## src/rtl/fa_cell.sv

```systemverilog
// fa_cell: combinational 1-bit full adder reused by the serial datapath
module fa_cell (
    input  logic a,
    input  logic b,
    input  logic ci,
    output logic s,
    output logic co
);
    assign s  = a ^ b ^ ci;
    assign co = (a & b) | (ci & (a ^ b));
endmodule

```

## src/rtl/serial_adder.sv

```systemverilog
// serial_adder: bit-serial add/subtract over W cycles, LSB first, with held result
module serial_adder #(
    parameter int W = 8
) (
    input  logic         ck,
    input  logic         rst,
    input  logic         start,
    input  logic         sub,
    input  logic [W-1:0] a,
    input  logic [W-1:0] b,
    input  logic         ci,
    output logic         busy,
    output logic         done,
    output logic [W-1:0] s,
    output logic         co
);
    localparam int CW = $clog2(W + 1);
    localparam logic IDLE = 1'b0;
    localparam logic RUN  = 1'b1;

    logic          state;
    logic [W-1:0]  ra, rb, rs;
    logic          c;
    logic [CW-1:0] cnt;
    logic          sb, cb;

    fa_cell u_fa (
        .a  (ra[0]),
        .b  (rb[0]),
        .ci (c),
        .s  (sb),
        .co (cb)
    );

    // capture operands on start, then shift one bit per cycle; publish s/co only on the last bit
    always_ff @(posedge ck) begin
        if (rst) begin
            state <= IDLE;
            busy  <= 1'b0;
            done  <= 1'b0;
            s     <= '0;
            co    <= 1'b0;
            ra    <= '0;
            rb    <= '0;
            rs    <= '0;
            c     <= 1'b0;
            cnt   <= '0;
        end else begin
            done <= 1'b0;
            if (state == IDLE) begin
                if (start) begin
                    ra    <= a;
                    rb    <= sub ? ~b : b;
                    c     <= sub | ci;
                    cnt   <= '0;
                    busy  <= 1'b1;
                    state <= RUN;
                end
            end else begin
                ra  <= ra >> 1;
                rb  <= rb >> 1;
                rs  <= {sb, rs[W-1:1]};
                c   <= cb;
                cnt <= cnt + 1'b1;
                if (cnt == CW'(W - 1)) begin
                    s     <= {sb, rs[W-1:1]};
                    co    <= cb;
                    done  <= 1'b1;
                    busy  <= 1'b0;
                    state <= IDLE;
                end
            end
        end
    end
endmodule

```

## config.mk

```make
export PLATFORM = sky130hd
export DESIGN_NAME = serial_adder
export DESIGN_NICKNAME = d
export VERILOG_FILES = /design/src/rtl/fa_cell.sv /design/src/rtl/serial_adder.sv
export SDC_FILE = /design/constraint.sdc
export NUM_CORES = 1
export LEC_CHECK = 0
export CORE_ASPECT_RATIO = 1.25
export CORE_MARGIN = 1.5
export CORE_UTILIZATION = 34
export CTS_CLUSTER_DIAMETER = 100
export DETAILED_ROUTE_END_ITERATION = 6
export GPL_TIMING_DRIVEN = 0
export MAX_ROUTING_LAYER = met4
export PLACE_DENSITY = 0.56
export SYNTH_ARGS = -nofsm -noshare
export SYNTH_HDL_FRONTEND = slang
export SYNTH_HIERARCHICAL = 1
export SYNTH_SLANG_ARGS = --single-unit
```

## constraint.sdc

```tcl
create_clock -name ck -period 1.46 [get_ports ck]
set_clock_uncertainty 0.05 [all_clocks]
set_input_delay 0.219 -clock ck [delete_from_list [all_inputs] [get_ports ck]]
set_output_delay 0.219 -clock ck [all_outputs]
set_load 0.01 [all_outputs]
```

==> results.md, run 1 <==
- Chip width: 65.5 µm
- Dpl ws: -251 ps
- Synth unique cells: 26
- Unrepaired setup endpoints after global routing: no
- Core area: 4730 µm²
- Max_cap viols: 0
- Total chip power: 0.00242 W
- ANT cells: 0
- Outcome: finished, final reports clean
- Largest net degree at the start of global routing: 13
- Antenna viol nets, final: 0
- HPWL after DPL: 2370 µm
- Hold Path Class: primary input to flop
- Area contributors post-synth: dfxtp_1 (48%), mux2i_1 (9.6%), nor2_1 (6.6%)
- Final worst setup slack: 72.0 ps
- Fin nets: 222
- Data arrival, critical path: 1120 ps
- Post-layout min period: 1390 ps
- Crit path capture type: primary output
- # DRC: 0
- Final Max Tran Viols: 0
- Synth top area share: 48.2%
- Final count of hold timing violations: 0
- Register share of total power: 48.1%
- Setup CP Type: flop to primary output
- Via count: 1236
- Worst Setup Start Kind: flop
- Post-Layout Inst Area: 2180 µm²
- Num rows: 28
- Vias in the first global route: 1138
- DRT Pass-1 Iters: 4
- Crit path max-delay cell type: clkdlybuf4s50_1
- Mapped Cells: 163
- DR iter-0 viols: 52
- Clock Tree Root: clkbuf_8
- Syn avg cell area: 10.2 µm²
- Sw Ratio: 21.7%
- First-pass GRT wire length: 5170 µm
- Num CTS Buffers: 5
- H-tree levels: 2
- Drt via density: 4.75
- Sequential-to-total area share from yosys stat: 48.2%
- Period utilization: 95.1%
- Total negative slack: 0 ps
- CP max FO: 1
- RePlAce Congestion: 0.774
- Slowest stage delay, CP: 520 ps
- Clock group share of total power: 40.1%
- Combinational share of power: 11.8%
- Layout area overhead: 31.3%
- Worst path top cell family by delay: buffers and inverters
- Total grt overflow: 0
- Starting Density: 35.1%
- Total wire length: 3180 µm
- Synth Net Count: 186
- DP Area: 2030 µm²
- TritonCTS Sinks: 40
- Cell area power density: 1110 nW/µm²
- #FFs+latches synth: 40
- Routed len/inst: 12.2 µm
- Crit path cell chain: clkdlybuf4s50_1
- Layout Utilization: 46.1%
- Maximum clock frequency: 720 MHz
- Share of cells above drive strength 1: 14.5%
- Die span in y: 81.1 µm
- Slew @ Worst Pin: 410 ps
- Synth area leader: dfxtp_1
- DIE AREA: 5310 µm²
- CTS tree: built
- Boundary Pins: 32
- CP bufs+invs: 1
- Syn Std Cell Area: 1660 µm²
- Yosys warning total: 6
- Initial antenna violation count: 0
- Clock slew at reported path FFs: 70 ps
- GRT Total Usage: 13.6%
- IR drop worst, VDD: 0.362 mV
- I/O Buffers: 29
- Worst skew pair latency: 290 ps
- CP Data Required Time: 1190 ps
- Cell Int Power: 0.00190 W
- # setup viols final: 0
- Leak: 1.04 nW
- NetSw: 0.000526 W
- Clk buf depth: 2
- Rel. slew slack: 72.7%
## sequential cells by signal, summed over array words and instances (netlist names)
name	flops
rs	7
state	1
cnt	4
done	1
s	8
co	1
busy	1
rb	8
c	1
ra	8
## kinds of logic after synthesis
kind of cell	after synthesis	synth area share (%)
simple gates	44	10.9
flops	40	48.2
xor+xnor	9	4.75
buf+inv	13	4.97
compound gates	32	14.8
fa+ha+maj	2	1.96
mux	23	14.4
## layout make-up
type                    instances  area [µm²]
fillers                       471        2550
flip-flops and latches         40         802
multi-input cells             110         777
repair buffers                 29         315
clock buffers                   7        96.3
plain buffers                  12        80.1
well taps                      60        75.1
clock inverters                 1        30.0
inverters                       1        3.75
## power groups by stage
stage / clock network [W] / logic (W) / registers (W)
floorplan: 0 / 0.000195 / 0.00118
global route: 0.00105 / 0.000316 / 0.00117
detailed placement: 0 / 0.000294 / 0.00119
finish: 0.000972 / 0.000287 / 0.00117
global placement: 0 / 0.000284 / 0.00119
CTS: 0.00100 / 0.000295 / 0.00117
## layer usage
layer  global-route usage (%)  vias to the layer above  routed length [µm]
met5                        -                        -                   0
met4                     6.88                        0                  65
met3                     4.16                        6                 139
met2                     23.1                       26                1630
met1                     14.3                      565                1340
li1                         -                      639                   -
## what timing repair did
action | CTS | global route
setup buffers | 0 | 0
setup endpoints to repair | 0 | 23
gates resized for setup | 0 | 12
hold buffers | 0 | 0
## synthesized netlist by cell type (all sizes together)
master and instances:
buf 12, mux2i 16, a2111oi 1, mux2 7, nand2 9, a211o 8, a211oi 1, xnor2 8
inv 1, a21oi 9, xor2 1, a22oi 2, ha 1, nand3 1, nor2b 2, fa 1
o21a 2, nand4b 1, nor3 1, nor2 30, dfxtp 40, a22o 9
## placed cells by master (no fill, tap or decap), types with 3 or more instances in the layout
cell             count
buf_6                3
clkdlybuf4s50_1     19
mux2_2               7
nor2_1              29
buf_2                6
clkbuf_8             7
a211o_1              8
dfxtp_1             39
a21oi_1              9
xnor2_1              8
dlymetal6s2s_1      10
a22o_1               9
mux2i_1             16
nand2_1              9
## through the flow
step | hold WS [ps] | std cells
after floorplan | 289 | 163
after global placement | 397 | 252
after detailed placement | 405 | 252
after CTS | 274 | 260
after global routing | 286 | 260
final | 271 | 260
## final timing paths
check,from,endpoint,slack [ps],cells after the start
hold reg to reg,rb[1]$_SDFFE_PP0P_,rb[0]$_SDFFE_PP0P_,420,2
hold / removal,sub,rb[7]$_SDFFE_PP0P_,270,3
setup / recovery,done$_SDFF_PP0_,done,70,1
setup reg to reg,cnt[1]$_SDFFE_PP0P_,s[6]$_SDFFE_PP0P_,70,5
(Power assumes the default switching activity.)
==> inputs of run 2 (changes only) <==
==> constraint.sdc (replaced) <==
create_clock -name ck -period 1.46 [get_ports ck]
set_clock_uncertainty 0.05 [all_clocks]
set_input_delay 0.219 -clock ck [delete_from_list [all_inputs] [get_ports ck]]
set_output_delay 0.219 -clock ck [all_outputs]
set_load 0.02 [all_outputs]
==> run 2 against run 1 <==
Compared with the run above: die area unchanged; critical path depth up 4; sequential power about the same; hold slack worse by 1.0 ps; highest routed layer unchanged.
==> results.md, run 2 (synthesis results as in run 1) <==
- I/O Buffers: 29 (unchanged)
- Layout Utilization: 45.3% (was 46.1%)
- Outcome: finished, final reports clean (unchanged)
- Num CTS Buffers: 5 (unchanged)
- Fin nets: 222 (unchanged)
- Clock group share of total power: 40.2% (was 40.1%)
- RR Startpoint: cnt[1]$_SDFFE_PP0P_ (unchanged)
- IR drop worst, VDD: 0.362 mV (about the same)
- HPWL after DPL: 2370 µm (unchanged)
- Layout area overhead: 28.9% (was 31.3%)
- TritonCTS Sinks: 40 (unchanged)
- Post-Layout Inst Area: 2140 µm² (was 2180 µm²)
- Core area: 4730 µm² (unchanged)
- Storage element area: 802 µm² (unchanged)
- Share of cells above drive strength 1: 14.5% (unchanged)
- Rel. slew slack: 72.4% (was 72.7%)
- Worst Setup Start Kind: flop (unchanged)
- Cell Int Power: 0.00190 W (about the same)
- Max_cap viols: 0 (unchanged)
- # setup viols final: 0 (unchanged)
- Final Max Tran Viols: 0 (unchanged)
- Initial antenna violation count: 0 (unchanged)
- Largest regs: ra: 8 flops, rb: 8 flops, s: 8 flops (unchanged)
- Dpl ws: -251 ps (unchanged)
- DRT Pass-1 Iters: 4 (unchanged)
- Drt via density: 4.75 (unchanged)
- Crit path from: cnt[1]$_SDFFE_PP0P_ (was done$_SDFF_PP0_)
- Chip width: 65.5 µm (unchanged)
- Via count: 1236 (unchanged)
- Clock slew at reported path FFs: 70 ps (about the same)
- CP max FO: 10 (was 1)
- Slew @ Worst Pin: 415 ps (was 410 ps)
- Cell area power density: 1130 nW/µm² (was 1110 nW/µm²)
- Vias in the first global route: 1138 (unchanged)
- First-pass GRT wire length: 5170 µm (unchanged)
- Setup Fix Bufs, Post-CTS: 0 (unchanged)
- RePlAce Congestion: 0.774 (unchanged)
- H-tree levels: 2 (unchanged)
- Unrepaired setup endpoints after global routing: no (unchanged)
- GRT Total Usage: 13.6% (unchanged)
- Largest net degree at the start of global routing: 13 (unchanged)
- Final count of hold timing violations: 0 (unchanged)
- Most frequent cells in the layout: dfxtp_1 (39), nor2_1 (29), clkdlybuf4s50_1 (18) (was dfxtp_1 (39), nor2_1 (29), clkdlybuf4s50_1 (19))
- Crit path capture type: flop (was primary output)
- CTS tree: built (unchanged)
- Period utilization: 95.1% (about the same)
- Setup CP Type: flop to flop (was flop to primary output)
- NetSw: 0.000531 W (was 0.000526 W)
- Highest Signal Layer: met4 (unchanged)
- Final cell count without fillers: 260 (unchanged)
- Final worst setup slack: 72.2 ps (was 72.0 ps)
- Total negative slack: 0 ps (unchanged)
- Register share of total power: 48.0% (was 48.1%)
- Starting Density: 35.1% (unchanged)
- Worst skew pair latency: 290 ps (about the same)
- Combinational share of power: 11.8% (about the same)
- # DRC: 0 (unchanged)
- Maximum clock frequency: 721 MHz (was 720 MHz)
- ANT cells: 0 (unchanged)
- Antenna viol nets, final: 0 (unchanged)
- Die span in y: 81.1 µm (unchanged)
- Hold path startpoint: sub (unchanged)
- Total grt overflow: 0 (unchanged)
- Post-layout min period: 1390 ps (about the same)
- Total wire length: 3170 µm (was 3180 µm)
- Wire length on met1: 1340 µm (about the same)
- Data arrival, critical path: 1530 ps (was 1120 ps)
- Sw Ratio: 21.9% (was 21.7%)
- Num rows: 28 (unchanged)
- Routed len/inst: 12.2 µm (about the same)
- Clk buf depth: 2 (unchanged)
- Most common cell after layout, fill and taps aside: dfxtp_1 (unchanged)
- CP Data Required Time: 1600 ps (was 1190 ps)
- Boundary Pins: 32 (unchanged)
- Fill cell count: 491 (was 471)
- Area occupied by multi-input gates: 777 µm² (unchanged)
- DP Area: 2030 µm² (unchanged)
- Leak: 0.912 nW (was 1.04 nW)
- Hold Path Class: primary input to flop (unchanged)
- WL met2: 1630 µm (about the same)
- DIE AREA: 5310 µm² (unchanged)
- Met3 wire length: 128 µm (was 139 µm)
- Clock Tree Root: clkbuf_8 (unchanged)
- Inst Count DP: 252 (unchanged)
- DR iter-0 viols: 81 (was 52)
run 2: power groups by stage:
stage,registers [W],logic [W],clock network (W)
after floorplan,0.00119,0.000195,0
after CTS,0.00117,0.000295,0.00100
after global placement,0.00119,0.000285,0
final,0.00117,0.000288,0.000975
after global routing,0.00117,0.000316,0.00105
after detailed placement,0.00119,0.000296,0
run 2: stage by stage:
stage                     hold slack (ps)  power (W)
after global placement                397    0.00147
after floorplan                       289    0.00138
final                                 270    0.00243
after CTS                             274    0.00246
after detailed placement              405    0.00149
after global routing                  286    0.00254
run 2: cell type report:
type,instances,share of cell area [%]
sequential,40,37.5
tap,60,3.51
multi-input combinational,110,36.3
timing repair buffer,29,12.9
clock inverter,1,1.40
inverter,1,0.175
clock buffer,7,4.50
buffer,12,3.74
run 2: routing by layer:
layer  up-vias  global-route usage, %
li1        638                      -
met1       564                   14.3
met2        28                   23.1
met3         6                   4.16
met4         0                   6.88
met5         -                      -
run 2: worst paths after layout:
kind              depth (start not counted)  slack (ps)            endpoint
setup reg to reg                          5          70   s[6]$_SDFFE_PP0P_
hold / removal                            3         270  rb[7]$_SDFFE_PP0P_
setup / recovery                          5          70   s[6]$_SDFFE_PP0P_
hold reg to reg                           2         420  rb[0]$_SDFFE_PP0P_
run 2: worst max-delay path, cell delays in order, from the launching register on:
cell and delay [ps]:
dfxtp_1 360, ha_1 200, nand4b_1 140, nor2b_1 180, buf_6 140, a22o_1 230
run 2: what timing repair did:
action / 4_1_cts / 5_1_grt
setup endpoints to repair: 11 / 13
hold buffers: 0 / 0
gates resized for setup: 11 / 2
==> inputs of run 3 (changes only) <==
--- a/config.mk
+++ b/config.mk
@@ -13,6 +13,7 @@
 export GPL_TIMING_DRIVEN = 0
 export MAX_ROUTING_LAYER = met4
 export PLACE_DENSITY = 0.56
+export RECOVER_POWER = 100
 export SYNTH_ARGS = -nofsm -noshare
 export SYNTH_HDL_FRONTEND = slang
 export SYNTH_HIERARCHICAL = 1
==> run 3 against run 2 <==
Compared with the run above: first-iteration DRC count did not move; count of clock-buffer cells in the layout unchanged; via count barely moved; hold slack improved by 0.84 ps; routed wire length is 0.28% lower; design area did not move; largest power group unchanged.
==> results.md, run 3 (synthesis results as in run 1) <==
- Max_cap viols: 0 (unchanged)
- Drt via density: 4.75 (about the same)
- Rel. slew slack: 71.9% (was 72.4%)
- Via count: 1235 (was 1236)
- CTS tree: built (unchanged)
- Clock slew at reported path FFs: 70 ps (about the same)
- TritonCTS Sinks: 40 (unchanged)
- I/O Buffers: 29 (unchanged)
- Routed len/inst: 12.2 µm (about the same)
- Dpl ws: -251 ps (unchanged)
- DR iter-0 viols: 81 (unchanged)
- Initial antenna violation count: 0 (unchanged)
- IR drop worst, VDD: 0.362 mV (about the same)
- # setup viols final: 0 (unchanged)
- Setup Fix Bufs, Post-CTS: 0 (unchanged)
- Post-layout min period: 1390 ps (about the same)
- Boundary Pins: 32 (unchanged)
- Num CTS Buffers: 5 (unchanged)
- Largest regs: ra: 8 flops, rb: 8 flops, s: 8 flops (unchanged)
- Unrepaired setup endpoints after global routing: no (unchanged)
- Layout area overhead: 28.9% (unchanged)
- Hold depth: 3 (unchanged)
- Largest net degree at the start of global routing: 13 (unchanged)
- Data arrival, critical path: 1530 ps (about the same)
- Crit path capture type: flop (unchanged)
- Die span in y: 81.1 µm (unchanged)
- Hold Path Class: primary input to flop (unchanged)
- DIE AREA: 5310 µm² (unchanged)
- GRT Total Usage: 13.6% (unchanged)
- H-tree levels: 2 (unchanged)
- Period utilization: 95.2% (was 95.1%)
- Most frequent cells in the layout: dfxtp_1 (39), nor2_1 (29), clkdlybuf4s50_1 (18) (unchanged)
- DRT Pass-1 Iters: 4 (unchanged)
- Area occupied by multi-input gates: 777 µm² (unchanged)
- Setup CP Type: flop to flop (unchanged)
- ANT cells: 0 (unchanged)
- Fill cell count: 491 (unchanged)
- Total wire length: 3160 µm (was 3170 µm)
- Cell area power density: 1130 nW/µm² (about the same)
- RePlAce Congestion: 0.774 (unchanged)
- Total chip power: 0.00243 W (about the same)
- Final worst setup slack: 69.5 ps (was 72.2 ps)
- Slew @ Worst Pin: 421 ps (was 415 ps)
- Share of cells above drive strength 1: 14.5% (unchanged)
- Antenna viol nets, final: 0 (unchanged)
- Leak: 0.912 nW (about the same)
- Outcome: finished, final reports clean (unchanged)
- Clk buf depth: 2 (unchanged)
- Vias in the first global route: 1138 (unchanged)
- Worst skew pair latency: 290 ps (about the same)
- Final Max Tran Viols: 0 (unchanged)
- HPWL after DPL: 2370 µm (unchanged)
- First-pass GRT wire length: 5170 µm (unchanged)
- CP Data Required Time: 1600 ps (about the same)
- R2r worst-path depth: 5 (unchanged)
- Core area: 4730 µm² (unchanged)
- Clock Tree Root: clkbuf_8 (unchanged)
- # DRC: 0 (unchanged)
- Post-CTS Hold Buffers: 0 (unchanged)
- Maximum clock frequency: 719 MHz (was 721 MHz)
- Storage element area: 802 µm² (unchanged)
- Starting Density: 35.1% (unchanged)
- Final count of hold timing violations: 0 (unchanged)
- Num rows: 28 (unchanged)
- Fin nets: 222 (unchanged)
- Most common cell after layout, fill and taps aside: dfxtp_1 (unchanged)
- Chip width: 65.5 µm (unchanged)
- CP max FO: 10 (unchanged)
- Worst Setup Start Kind: flop (unchanged)
- Total grt overflow: 0 (unchanged)
[run 3: cell types whose count changed in the layout (fill, tap and decap cells not counted)]
cell	previous run	this run
buf_2	6	4
clkbuf_2	1	3
buf_1	1	0
clkbuf_1	0	1
[run 3: layer usage]
metal / global-route usage, % / vias up / part of all wire, %
li1: - / 638 / -
met1: 14.3 / 565 / 43
met2: 23.1 / 26 / 52
met4: 6.88 / 0 / 2.1
met5: - / - / 0
met3: 4.16 / 6 / 3.9
[run 3: area by class of cell]
cell class / count / share of cell area (%)
Sequential cell: 40 / 37.5
Multi-Input combinational cell: 110 / 36.3
Timing Repair Buffer: 29 / 12.9
Clock buffer: 7 / 4.50
Buffer: 12 / 3.74
Tap cell: 60 / 3.51
Clock inverter: 1 / 1.40
Inverter: 1 / 0.175
[run 3: what timing repair did]
action                                 4_1_cts  5_1_grt
endpoints found under the hold margin        0        0
setup endpoints to repair                   11       13
gates resized for setup                     11        2
[run 3: path summary, 6_finish.rpt]
path | end | slack [ps] | from
max | s[6]$_SDFFE_PP0P_ | 70 | cnt[1]$_SDFFE_PP0P_
min | rb[7]$_SDFFE_PP0P_ | 270 | sub
max reg2reg | s[6]$_SDFFE_PP0P_ | 70 | cnt[1]$_SDFFE_PP0P_
min reg2reg | rb[0]$_SDFFE_PP0P_ | 420 | rb[1]$_SDFFE_PP0P_
[run 3: through the flow]
stage / hold WS (ps) / area [µm²] / utilization, % / setup TNS, ps / std cells
2_1_floorplan: 289 / 1660 / - / 0 / 163
3_3_place_gp: 397 / 2030 / 42.8 / -4470 / 252
3_5_place_dp: 405 / 2030 / 42.8 / -4450 / 252
4_1_cts: 274 / 2140 / 45.2 / 0 / 260
5_1_grt: 286 / 2140 / 45.3 / 0 / 260
6_report: 271 / 2140 / 45.3 / 0 / 260
[run 3: worst max-delay path: stages (launching register included)]
cell and delay (ps):
dfxtp_1 360, ha_1 200, nand4b_1 140, nor2b_1 180, buf_6 140, a22o_1 230
[run 3: where the power goes]
group          internal (W)  switching (W)
clock network      0.000603       0.000371
registers           0.00114      0.0000283
logic              0.000158       0.000130
total               0.00190       0.000529
